File: src/rtl/trap_pkg.sv
// Shared types and constants for the trap entry/exit sequencer.
package trap_pkg;

    typedef enum logic [2:0] {
        ST_IDLE,
        ST_SAVE,
        ST_VECTOR,
        ST_HANDLER,
        ST_HALT
    } state_t;

    localparam int unsigned CAUSE_W  = 3;
    localparam int unsigned TRAPNR_W = 4;
    localparam int unsigned STATS_W  = 16;

    localparam logic [CAUSE_W-1:0] TRAP_PROT   = 3'd0;
    localparam logic [CAUSE_W-1:0] TRAP_PAGE   = 3'd1;
    localparam logic [CAUSE_W-1:0] TRAP_UART   = 3'd2;
    localparam logic [CAUSE_W-1:0] TRAP_TIMER  = 3'd3;
    localparam logic [CAUSE_W-1:0] TRAP_DOUBLE = 3'd4;

    localparam logic [15:0]  VEC_BASE_DEF  = 16'h0010;
    localparam int unsigned  VEC_SHIFT_DEF = 2;

endpackage

File: src/rtl/trap_cause_enc.sv
// Lowest-set-bit encoder: 4-bit trap mask to 3-bit cause index (0 when mask is empty).
module trap_cause_enc
    import trap_pkg::*;
(
    input  logic [TRAPNR_W-1:0] mask,
    output logic [CAUSE_W-1:0]  idx_c
);

    always_comb begin
        idx_c = TRAP_PROT;
        if (mask[0]) begin
            idx_c = TRAP_PROT;
        end else if (mask[1]) begin
            idx_c = TRAP_PAGE;
        end else if (mask[2]) begin
            idx_c = TRAP_UART;
        end else if (mask[3]) begin
            idx_c = TRAP_TIMER;
        end
    end

endmodule

File: src/rtl/trap_sequencer.sv
// Trap entry/exit sequencer: safe-point selection, EPC/cause capture, vectoring, reti, double-fault halt.
// Optional build macro TRAP_STATS_EN adds a saturating trap_count output.
module trap_sequencer
    import trap_pkg::*;
#(
    parameter int unsigned     PC_W      = 16,
    parameter logic [PC_W-1:0] VEC_BASE  = PC_W'(VEC_BASE_DEF),
    parameter int unsigned     VEC_SHIFT = VEC_SHIFT_DEF
) (
    input  logic                clk,
    input  logic                reset,
    input  logic                irq,
    input  logic                fault,
    input  logic [TRAPNR_W-1:0] trapnr,
    input  logic                instr_done,
    input  logic [PC_W-1:0]     pc_in,
    input  logic                reti,
    input  logic                ie_set,
    input  logic                ie_clr,
    output logic                deassert,
    output logic                flush,
    output logic                redirect,
    output logic [PC_W-1:0]     redirect_pc,
    output logic [PC_W-1:0]     epc,
    output logic [CAUSE_W-1:0]  cause,
    output logic                ie,
    output logic                in_trap,
    output logic                halted
`ifdef TRAP_STATS_EN
    ,
    output logic [STATS_W-1:0]  trap_count
`endif
);

    state_t              state, state_n;
    logic                pie, pie_n;
    logic                deassert_n, flush_n, redirect_n;
    logic [PC_W-1:0]     redirect_pc_n, epc_n;
    logic [CAUSE_W-1:0]  cause_n, enc_idx;
    logic                ie_n, in_trap_n, halted_n;

    function automatic logic [PC_W-1:0] vec_addr(input logic [CAUSE_W-1:0] idx);
        return VEC_BASE + (PC_W'(idx) << VEC_SHIFT);
    endfunction

    trap_cause_enc u_cause_enc (
        .mask  (trapnr),
        .idx_c (enc_idx)
    );

    // Outputs are registered: each state's strobes are computed one cycle early from the next state.
    always_comb begin
        state_n       = state;
        deassert_n    = 1'b0;
        flush_n       = 1'b0;
        redirect_n    = 1'b0;
        redirect_pc_n = redirect_pc;
        epc_n         = epc;
        cause_n       = cause;
        ie_n          = ie;
        pie_n         = pie;
        in_trap_n     = in_trap;
        halted_n      = halted;

        case (state)
            ST_IDLE: begin
                if (ie_clr) begin
                    ie_n = 1'b0;
                end else if (ie_set) begin
                    ie_n = 1'b1;
                end
                if (fault || (irq && ie && instr_done)) begin
                    state_n = ST_SAVE;
                    flush_n = 1'b1;
                end
            end
            ST_SAVE: begin
                epc_n         = pc_in;
                cause_n       = enc_idx;
                pie_n         = ie;
                ie_n          = 1'b0;
                in_trap_n     = 1'b1;
                redirect_n    = 1'b1;
                deassert_n    = 1'b1;
                redirect_pc_n = vec_addr(enc_idx);
                state_n       = ST_VECTOR;
            end
            ST_VECTOR: begin
                state_n = ST_HANDLER;
            end
            ST_HANDLER: begin
                // Handler-level enable writes go to pie so that reti restores them.
                if (ie_clr) begin
                    pie_n = 1'b0;
                end else if (ie_set) begin
                    pie_n = 1'b1;
                end
                if (fault) begin
                    cause_n       = TRAP_DOUBLE;
                    redirect_n    = 1'b1;
                    redirect_pc_n = vec_addr(TRAP_DOUBLE);
                    halted_n      = 1'b1;
                    state_n       = ST_HALT;
                end else if (reti) begin
                    redirect_n    = 1'b1;
                    redirect_pc_n = epc;
                    ie_n          = pie_n;
                    in_trap_n     = 1'b0;
                    state_n       = ST_IDLE;
                end
            end
            ST_HALT: begin
                state_n = ST_HALT;
            end
            default: begin
                state_n = ST_IDLE;
            end
        endcase
    end

    always_ff @(posedge clk) begin
        if (reset) begin
            state       <= ST_IDLE;
            deassert    <= 1'b0;
            flush       <= 1'b0;
            redirect    <= 1'b0;
            redirect_pc <= '0;
            epc         <= '0;
            cause       <= '0;
            ie          <= 1'b0;
            pie         <= 1'b0;
            in_trap     <= 1'b0;
            halted      <= 1'b0;
        end else begin
            state       <= state_n;
            deassert    <= deassert_n;
            flush       <= flush_n;
            redirect    <= redirect_n;
            redirect_pc <= redirect_pc_n;
            epc         <= epc_n;
            cause       <= cause_n;
            ie          <= ie_n;
            pie         <= pie_n;
            in_trap     <= in_trap_n;
            halted      <= halted_n;
        end
    end

`ifdef TRAP_STATS_EN
    // Counts trap entries (one per SAVE cycle), saturating.
    always_ff @(posedge clk) begin
        if (reset) begin
            trap_count <= '0;
        end else if ((state == ST_SAVE) && (trap_count != '1)) begin
            trap_count <= trap_count + STATS_W'(1);
        end
    end
`endif

endmodule

File: config.mk
export PLATFORM = sky130hd
export DESIGN_NAME = trap_sequencer
export DESIGN_NICKNAME = d
export VERILOG_FILES = /design/src/rtl/trap_pkg.sv /design/src/rtl/trap_cause_enc.sv /design/src/rtl/trap_sequencer.sv
export SDC_FILE = /design/constraint.sdc
export NUM_CORES = 1
export LEC_CHECK = 0
export CORE_ASPECT_RATIO = 1.2
export CORE_MARGIN = 2
export CORE_UTILIZATION = 42
export CTS_BUF_LIST = sky130_fd_sc_hd__clkbuf_16
export DETAILED_ROUTE_END_ITERATION = 16
export PLACE_DENSITY = 0.74
export SETUP_SLACK_MARGIN = 0.05
export SLEW_MARGIN = 20
export SYNTH_ARGS = -nofsm -noshare
export SYNTH_HDL_FRONTEND = slang
export SYNTH_SLANG_ARGS = --single-unit
File: constraint.sdc
create_clock -name clk -period 1.85 [get_ports clk]
set_clock_uncertainty 0.15 [all_clocks]
set_input_delay 0.37 -clock clk [delete_from_list [all_inputs] [get_ports clk]]
set_output_delay 0.37 -clock clk [all_outputs]
set_load 0.005 [all_outputs]
======== Word-level counts from Yosys, hierarchy flattened ========
Index checks and enable logic that the tools add are counted.
word-level totals
  register bits after elaboration ......... 45
  input port bits ......................... 28
  output and inout port bits .............. 41
  logic and storage cells ................. 65
cells by class
  add/subtract/negate cells ............... 1
  equality and inequality tests ........... 10
  multiplexer cells ....................... 29
  bitwise logic cells ..................... 1
  reductions and logical operators ........ 13
operator list
  cell                 count
  $mux 16              2
  $pmux 16 s2          1
  $mux 3               7
  $pmux 3 s5           1
  $mux 1               12
  $ne 2x2->1 const B   4
  $reduce_and 2->1     4
  $add 5x5->6 const A  1
  $eq 3x2->1 const B   2
  $ne 3x3->1 const B   2
  $pmux 1 s2           3
  $pmux 3 s2           1
  $reduce_and 4->1     1
  $eq 3x1->1 const B   1
  $eq 3x3->1 const B   1
  $logic_not 3->1      1
  $pmux 1 s3           1
  $reduce_and 3->1     1
  $reduce_bool 3->1    1
  $logic_and 1x1->1    2
  $mux 2               1
  $reduce_bool 2->1    1
  $reduce_or 2->1      1
  $logic_or 1x1->1     1
  $not 1->1            1

======== Depth between registers and ports, before layout ========
Gate-level depths: netlist of run 1.
  depth in word-level cells ............... 6
  mapped depth ............................ 6
  gate-level depth less buffers ........... 3

======== Hierarchy ========
Synthesis of run 1 repeated with hierarchy kept, for this count alone.
second synthesis, totals
  cell total of the unflattened synthesis .. 221
  area total of the unflattened synthesis .. 1,868.0 µm²
modules (own cells, without submodules)
  module          times used  cells an instance  area an instance (µm²)  seq. area each (µm²)
  trap_sequencer  1           214                1,829.3                 900.9
  trap_cause_enc  1           7                  38.8                    0.0

======== Worst setup path after synthesis of run 1 ========
Ideal clock, no wire load.
  kind .................................... register to register
  from .................................... register state[2]
  to ...................................... register epc[1]
  setup time .............................. 132 ps
  arrival ................................. 1,275 ps
  required time ........................... 1,568 ps
  path slack .............................. 293 ps
  cell stages (with the launch flop) ...... 7
  buffers on the path ..................... 3
  period minus slack after synthesis ...... 1,557 ps
  cells stage by stage .................... dfxtp_1 buf_6 or3b_2 buf_2 buf_2 nand2_1 a21oi_1
on the way
  word-level cells in the longest chain between the ends .. 1
RTL lines
  element                   RTL line               source
  start: declaration        trap_sequencer.sv:35   state_t state, state_n;
  start signal: assignment  trap_sequencer.sv:135  state <= state_n;
  $eq 3x1->1                trap_sequencer.sv:65   case (state)
  end signal: assignment    trap_sequencer.sv:140  epc <= epc_n;
  end: declaration          trap_sequencer.sv:24   output logic [PC_W-1:0] epc,
Every way passes these cells.
A chain may end at the register's enable or synchronous reset.

======== Worst setup path after layout of run 1 ========
  from .................................... register ie
  to ...................................... output ie
RTL lines
  element                   RTL line               source
  start: declaration        trap_sequencer.sv:26   output logic ie,
  start signal: assignment  trap_sequencer.sv:142  ie <= ie_n;
No word-level cell between the ends.

==> results of run 1 <==
tightest hold or removal path, stage by stage (launching register included):
cell     delay (ns)
dfxtp_1        0.31
nand2_1        0.05
a21oi_1        0.05
flip-flops by register name, indices dropped and copies added (netlist names):
register and flops:
redirect 1, flush 1, pie 1, in_trap 1, state 3, ie 1, halted 1, redirect_pc 16
deassert 1, cause 3, epc 16
layout make-up:
cell class	instances	area share
Clock buffer	5	0.0469
Tap cell	54	0.0253
Timing Repair Buffer	82	0.299
Sequential cell	45	0.338
Multi-Input combinational cell	127	0.273
Inverter	6	0.00845
Clock inverter	3	0.00939
layer usage:
metal	up-vias	global-route usage	wire length [microns]
met3	6	0.0454	216
met1	764	0.212	1760
met2	45	0.358	2280
met4	0	0.128	68
li1	819	-	-
met5	-	0	0
per-stage QoR:
stage	worst slack (ns)	hold WS, ns	instances	power (mW)
floorplan	0.293	0.303	191	1.25
global placement	-0.0502	0.299	314	1.46
detailed placement	-0.0842	0.307	314	1.46
CTS	0.0926	0.316	322	2.36
global route	0.0633	0.339	322	2.45
finish	0.101	0.312	322	2.34
placed cells by master (no fill, tap or decap), types with 2 or more instances in the layout:
master / n
inv_1: 6
buf_4: 13
nand3b_1: 2
clkbuf_16: 5
dfxtp_1: 45
nor2_1: 7
a22o_1: 12
o22ai_1: 2
o211ai_1: 2
clkdlybuf4s50_1: 68
a21oi_1: 25
o21ai_0: 7
nand2b_1: 2
nor3_1: 5
inv_6: 2
nor2b_1: 2
a311oi_1: 2
a21o_1: 2
nand2_1: 39
power by group through the flow:
stage                     logic (mW)  registers [mW]  clock network (mW)
final                          0.372            1.07               0.894
after global routing           0.406            1.08               0.967
after CTS                      0.373            1.07               0.919
after detailed placement       0.372            1.09                   0
after global placement         0.366            1.09                   0
after floorplan                0.172            1.08                   0
cells by family after synthesis:
family                 synth area share
flip-flops                        0.523
buffers and inverters            0.0566
AO/OA/AOI/OAI                     0.224
AND/OR/NAND/NOR                   0.197
how the worst max path moves through the flow:
stage                                  to  slack (ns)  cells after the start
after floorplan                    epc[1]        0.29                      6
after global placement    redirect_pc[13]       -0.05                      5
after detailed placement   redirect_pc[6]       -0.08                      6
after CTS                              ie        0.09                      1
after global routing       redirect_pc[6]        0.06                      4
final                                  ie        0.10                      1
==> results.sh, run 1 <==
export IMPL_timing_final_crit_share=0.945
export IMPL_seqPwrFrac=0.458
export IMPL_ys_async_sr_fraction=0
export IMPL_tightest_slew_ns=0.474
export IMPL_r2r_start="state[1]"
export IMPL_numCtsBuffers=5
export IMPL_combPwrFrac=0.159
export IMPL_worst_path_max_fanout=4
export IMPL_cts_tree="yes"
export IMPL_synth_top_area_frac=0.523
export IMPL_avgRoutedWirePerCell_microns=13.4
export IMPL_nets=295
export IMPL_final_min_clock_period_ns=1.75
export IMPL_multi_input_area_sq_um=727
export IMPL_worstSetupPathType="reg -> out"
export IMPL_slowest_stage="clkdlybuf4s50_1"
export IMPL_placed_area_sq_um=2510
export IMPL_drcViolationCount=0
export IMPL_hold_viol=0
export IMPL_core_area_sq_um=3940
export IMPL_insertion_delay_ns=0.29
export IMPL_drt_iter0_markers=55
export IMPL_grt_overflow=0
export IMPL_post_cts_buffers=0
export IMPL_worst_setup_path_start_kind="flip-flop"
export IMPL_final_cell_area_sq_um=2670
export IMPL_intPower_mw=1.75
export IMPL_cts_buffer_depth=2
export IMPL_crit_path_end_kind="output port"
export IMPL_hold_end="cause[2]"
export IMPL_num_antenna_cells=0
export IMPL_first_pass_iters=5
export IMPL_startpoint="ie"
export IMPL_p_sw_mw=0.589
export IMPL_ys_seq_area_frac=0.523
export IMPL_synth_seq_cells=45
export IMPL_swShare=0.252
export IMPL_worstPathRequired_ns=1.33
export IMPL_fmax_mhz=572
export IMPL_ys_warn_count=0
export IMPL_n_fill_cell=362
export IMPL_cpPeakStageDelay_ns=0.54
export IMPL_p_per_area_nw_per_um2=877
export IMPL_grt_max_degree=20
export IMPL_rows=25
export IMPL_r2r_cells=4
export IMPL_post_route_util=0.677
export IMPL_initial_core_util=0.437
export IMPL_slew_headroom=0.676
export IMPL_hp_class="reg -> reg"
export IMPL_clkTransAtPathRegs_ns=0.06
export IMPL_ys_top_cells_by_count="dfxtp_1 (45), nand2_1 (39), a21oi_1 (25), a22o_1 (12)"
export IMPL_layout_drive_gt1_share=0.108
export IMPL_vdd_drop_max_mv=0.549
export IMPL_synth_edf_count=0
export IMPL_grt_pass1_wl_microns=7060
export IMPL_slew_viol_final=0
export IMPL_viasPerCell=5.07
export IMPL_synth_area_leaders="dfxtp_1 (52%), nand2_1 (8.5%), a21oi_1 (7.3%), a22o_1 (6.1%), o21ai_0 (2.0%)"
export IMPL_p_clk_frac=0.383
export IMPL_whs_path_depth=2
export IMPL_regArea_sq_um=901
export IMPL_p_leak_nw=1.00
export IMPL_path_cells="clkdlybuf4s50_1"
export IMPL_outcome="finished, final reports clean"
export IMPL_syn_avg_cell_area_sq_um=9.02
export IMPL_syn_num_nets=219
export IMPL_ctsResizeCount=0
export IMPL_die_h_microns=74.2
export IMPL_synth_area_sq_um=1720
export IMPL_r2r_end="redirect_pc[0]"
export IMPL_dpl_hpwl_microns=3160
export IMPL_io_buffers=68
export IMPL_gp_congestion=0.844
export IMPL_yosysTopAreaCell="dfxtp_1"
export IMPL_die_x_microns=62.5
export IMPL_h_tree_depth=2
export IMPL_reg2reg_slack_ns=0.17
export IMPL_synth_cells=191
export IMPL_cts_sinks=45
export IMPL_synth_cell_types=38
export IMPL_vias=1634
export IMPL_worst_path_buf_inv=1
export IMPL_grtUsageTotal=0.198
export IMPL_pin_count=69
export IMPL_grt_pass1_vias=1537
export IMPL_antenna_found_initial=0
export IMPL_crit_family="buffers and inverters"
export IMPL_area_growth_pct=54.8
export IMPL_drtAntennaViolNets=0
export IMPL_cap_violations=0
export IMPL_dieArea_sq_um=4630
export IMPL_yosysMostFrequentCell="dfxtp_1"
export IMPL_hp_start="cause[2]"
export IMPL_cts_root_buf="clkbuf_16"
export IMPL_arrival_ns=1.23
export IMPL_synthFlopType="dfxtp_1"
export IMPL_postRouteWirelength_microns=4320
export IMPL_setup_viol=0
export IMPL_setup_tns_ns=0
export IMPL_postCtsHoldBufs=0
export IMPL_rsz0062_at_grt="false"
(Power assumes the default switching activity.)
==> run 2, diff against run 1 <==
--- a/config.mk
+++ b/config.mk
@@ -7,12 +7,12 @@
 export LEC_CHECK = 0
 export CORE_ASPECT_RATIO = 1.2
 export CORE_MARGIN = 2
-export CORE_UTILIZATION = 42
+export CORE_UTILIZATION = 44
 export CTS_BUF_LIST = sky130_fd_sc_hd__clkbuf_16
 export DETAILED_ROUTE_END_ITERATION = 16
-export PLACE_DENSITY = 0.74
+export PLACE_DENSITY = 0.75
 export SETUP_SLACK_MARGIN = 0.05
-export SLEW_MARGIN = 20
 export SYNTH_ARGS = -nofsm -noshare
 export SYNTH_HDL_FRONTEND = slang
+export SYNTH_HIERARCHICAL = 1
 export SYNTH_SLANG_ARGS = --single-unit
==> results.sh, run 2 <==
export IMPL_synth_cells=221
export IMPL_ys_seq_area_frac=0.482
export IMPL_worst_path_max_fanout=4
export IMPL_worstSetupPathType="reg -> out"
export IMPL_p_per_area_nw_per_um2=835
export IMPL_timing_final_crit_share=0.919
export IMPL_synth_top_area_frac=0.482
export IMPL_vias=1858
export IMPL_layout_common_cells="clkdlybuf4s50_1 (68), dfxtp_1 (45), nand2_1 (36)"
export IMPL_first_pass_iters=4
export IMPL_cts_buffer_depth=2
export IMPL_synth_compound_area_frac=0.211
export IMPL_rows=25
export IMPL_p_total_mw=2.35
export IMPL_final_cells=350
export IMPL_post_route_util=0.703
export IMPL_mostFrequentLayoutCell="clkdlybuf4s50_1"
export IMPL_dieArea_sq_um=4780
export IMPL_hold_viol=0
export IMPL_grt_max_degree=25
export IMPL_post_cts_buffers=0
export IMPL_whs_ns=0.324
export IMPL_dpl_hpwl_microns=3580
export IMPL_layout_drive_gt1_share=0.115
export IMPL_die_h_microns=75.4
export IMPL_syn_avg_cell_area_sq_um=8.45
export IMPL_cts_root_buf="clkbuf_16"
export IMPL_worst_path_buf_inv=1
export IMPL_slew_viol_final=0
export IMPL_r2r_cells=3
export IMPL_drt_iter0_markers=89
export IMPL_ys_top_cells_by_count="dfxtp_1 (45), nand2_1 (36), a21oi_1 (32), o21ai_1 (17), nor2_1 (13)"
export IMPL_synth_seq_cells=45
export IMPL_final_cell_area_sq_um=2820
export IMPL_viasPerCell=5.31
export IMPL_setup_viol=0
export IMPL_yosysTopAreaCell="dfxtp_1"
export IMPL_cpPeakStageDelay_ns=0.52
export IMPL_outcome="finished, final reports clean"
export IMPL_p_leak_nw=0.999
export IMPL_final_min_clock_period_ns=1.70
export IMPL_hp_class="reg -> reg"
export IMPL_drcViolationCount=0
export IMPL_clkTransAtPathRegs_ns=0.06
export IMPL_synth_edf_count=0
export IMPL_setup_tns_ns=0
export IMPL_grt_pass1_vias=1775
export IMPL_yosysMostFrequentCell="dfxtp_1"
export IMPL_core_area_sq_um=4000
export IMPL_yosys_area_share_simple=0.219
export IMPL_whs_path_depth=2
export IMPL_crit_path_end_kind="output port"
export IMPL_synth_area_sq_um=1870
export IMPL_fmax_mhz=588
export IMPL_muxShareOfSynthArea=0.00536
export IMPL_slowest_stage="clkdlybuf4s50_1"
export IMPL_detailedPlace_worstSlack_ns=-0.125
export IMPL_cts_sinks=45
export IMPL_nets=323
export IMPL_postRouteWirelength_microns=5000
export IMPL_drtAntennaViolNets=0
export IMPL_synthFlopType="dfxtp_1"
export IMPL_arrival_ns=1.18
export IMPL_synthAdderAreaFrac=0
export IMPL_worstPathRequired_ns=1.33
export IMPL_vdd_drop_max_mv=0.572
export IMPL_r2r_start="state[1]"
export IMPL_n_fill_cell=342
export IMPL_synthXorXnorAreaFrac=0
export IMPL_path_cells="clkdlybuf4s50_1"
export IMPL_startpoint="ie"
export IMPL_syn_num_nets=249
export IMPL_postCtsHoldBufs=0
export IMPL_pin_count=69
export IMPL_h_tree_depth=2
export IMPL_gp_congestion=0.838
export IMPL_synth_top_family_by_area="simple AND/OR/NAND/NOR gates"
export IMPL_place_inst=342
export IMPL_hp_start="epc[14]"
export IMPL_ys_async_sr_fraction=0
export IMPL_numCtsBuffers=5
export IMPL_rsz0062_at_grt="false"
export IMPL_area_growth_pct=50.8
export IMPL_cts_tree="yes"
export IMPL_largestRegisters="epc x16, redirect_pc x16"
export IMPL_worst_setup_path_start_kind="flip-flop"
export IMPL_die_x_microns=63.5
export IMPL_cap_violations=0
export IMPL_fin_ws_ns=0.151
export IMPL_crit_family="buffers and inverters"
export IMPL_avgRoutedWirePerCell_microns=14.3
export IMPL_cp_depth=1
export IMPL_grtUsageTotal=0.221
export IMPL_synth_area_leaders="dfxtp_1 (48%), a21oi_1 (8.6%), nand2_1 (7.2%), o21ai_1 (4.6%), nand4_1 (4.0%)"
export IMPL_insertion_delay_ns=0.28
export IMPL_grt_pass1_wl_microns=8390
export IMPL_initial_core_util=0.467
export IMPL_num_antenna_cells=0
export IMPL_grt_overflow=0
export IMPL_antenna_found_initial=0
export IMPL_placed_area_sq_um=2660
export IMPL_synth_cell_types=36
export IMPL_ys_warn_count=6
export IMPL_io_buffers=68
-- run 2: repair_timing --
action / in CTS / in global routing
setup endpoints to repair: 0 / 1
endpoints found under the hold margin: 0 / 0
gates resized for setup: 0 / 1
-- run 2: kinds of logic (layout without fill, tap and decap cells) --
group	after synthesis	after routing
and+or+nand+nor	81	81
buffers and inverters	27	102
muxes	1	1
other	1	1
AOI/OAI and AO/OA	66	66
DFF	45	45
-- run 2: metal layers --
layer	vias to the layer above	global-route usage	routed length [microns]
met4	0	0.0773	51
met2	77	0.371	2390
met5	-	0	0
met3	5	0.0502	324
li1	924	-	-
met1	852	0.286	2240
-- run 2: cell type report --
type | count | area [sq um] | area share
clock buffer | 5 | 125 | 0.0444
clock inverter | 3 | 21.3 | 0.00755
inverter | 6 | 22.5 | 0.00800
multi-input combinational | 149 | 823 | 0.292
sequential | 45 | 901 | 0.320
tap | 54 | 67.6 | 0.0240
timing repair buffer | 88 | 856 | 0.304
-- run 2: where the power goes --
group / switching [mW] / leakage (nW) / internal [mW]
clock network: 0.364 / 0.0702 / 0.502
logic: 0.190 / 0.563 / 0.230
registers: 0.0443 / 0.366 / 1.02
-- run 2: worst paths after layout --
kind	to	slack [ns]
max	ie	0.15
max reg2reg	pie	0.19
min reg2reg	epc[14]	0.32
min	epc[14]	0.32
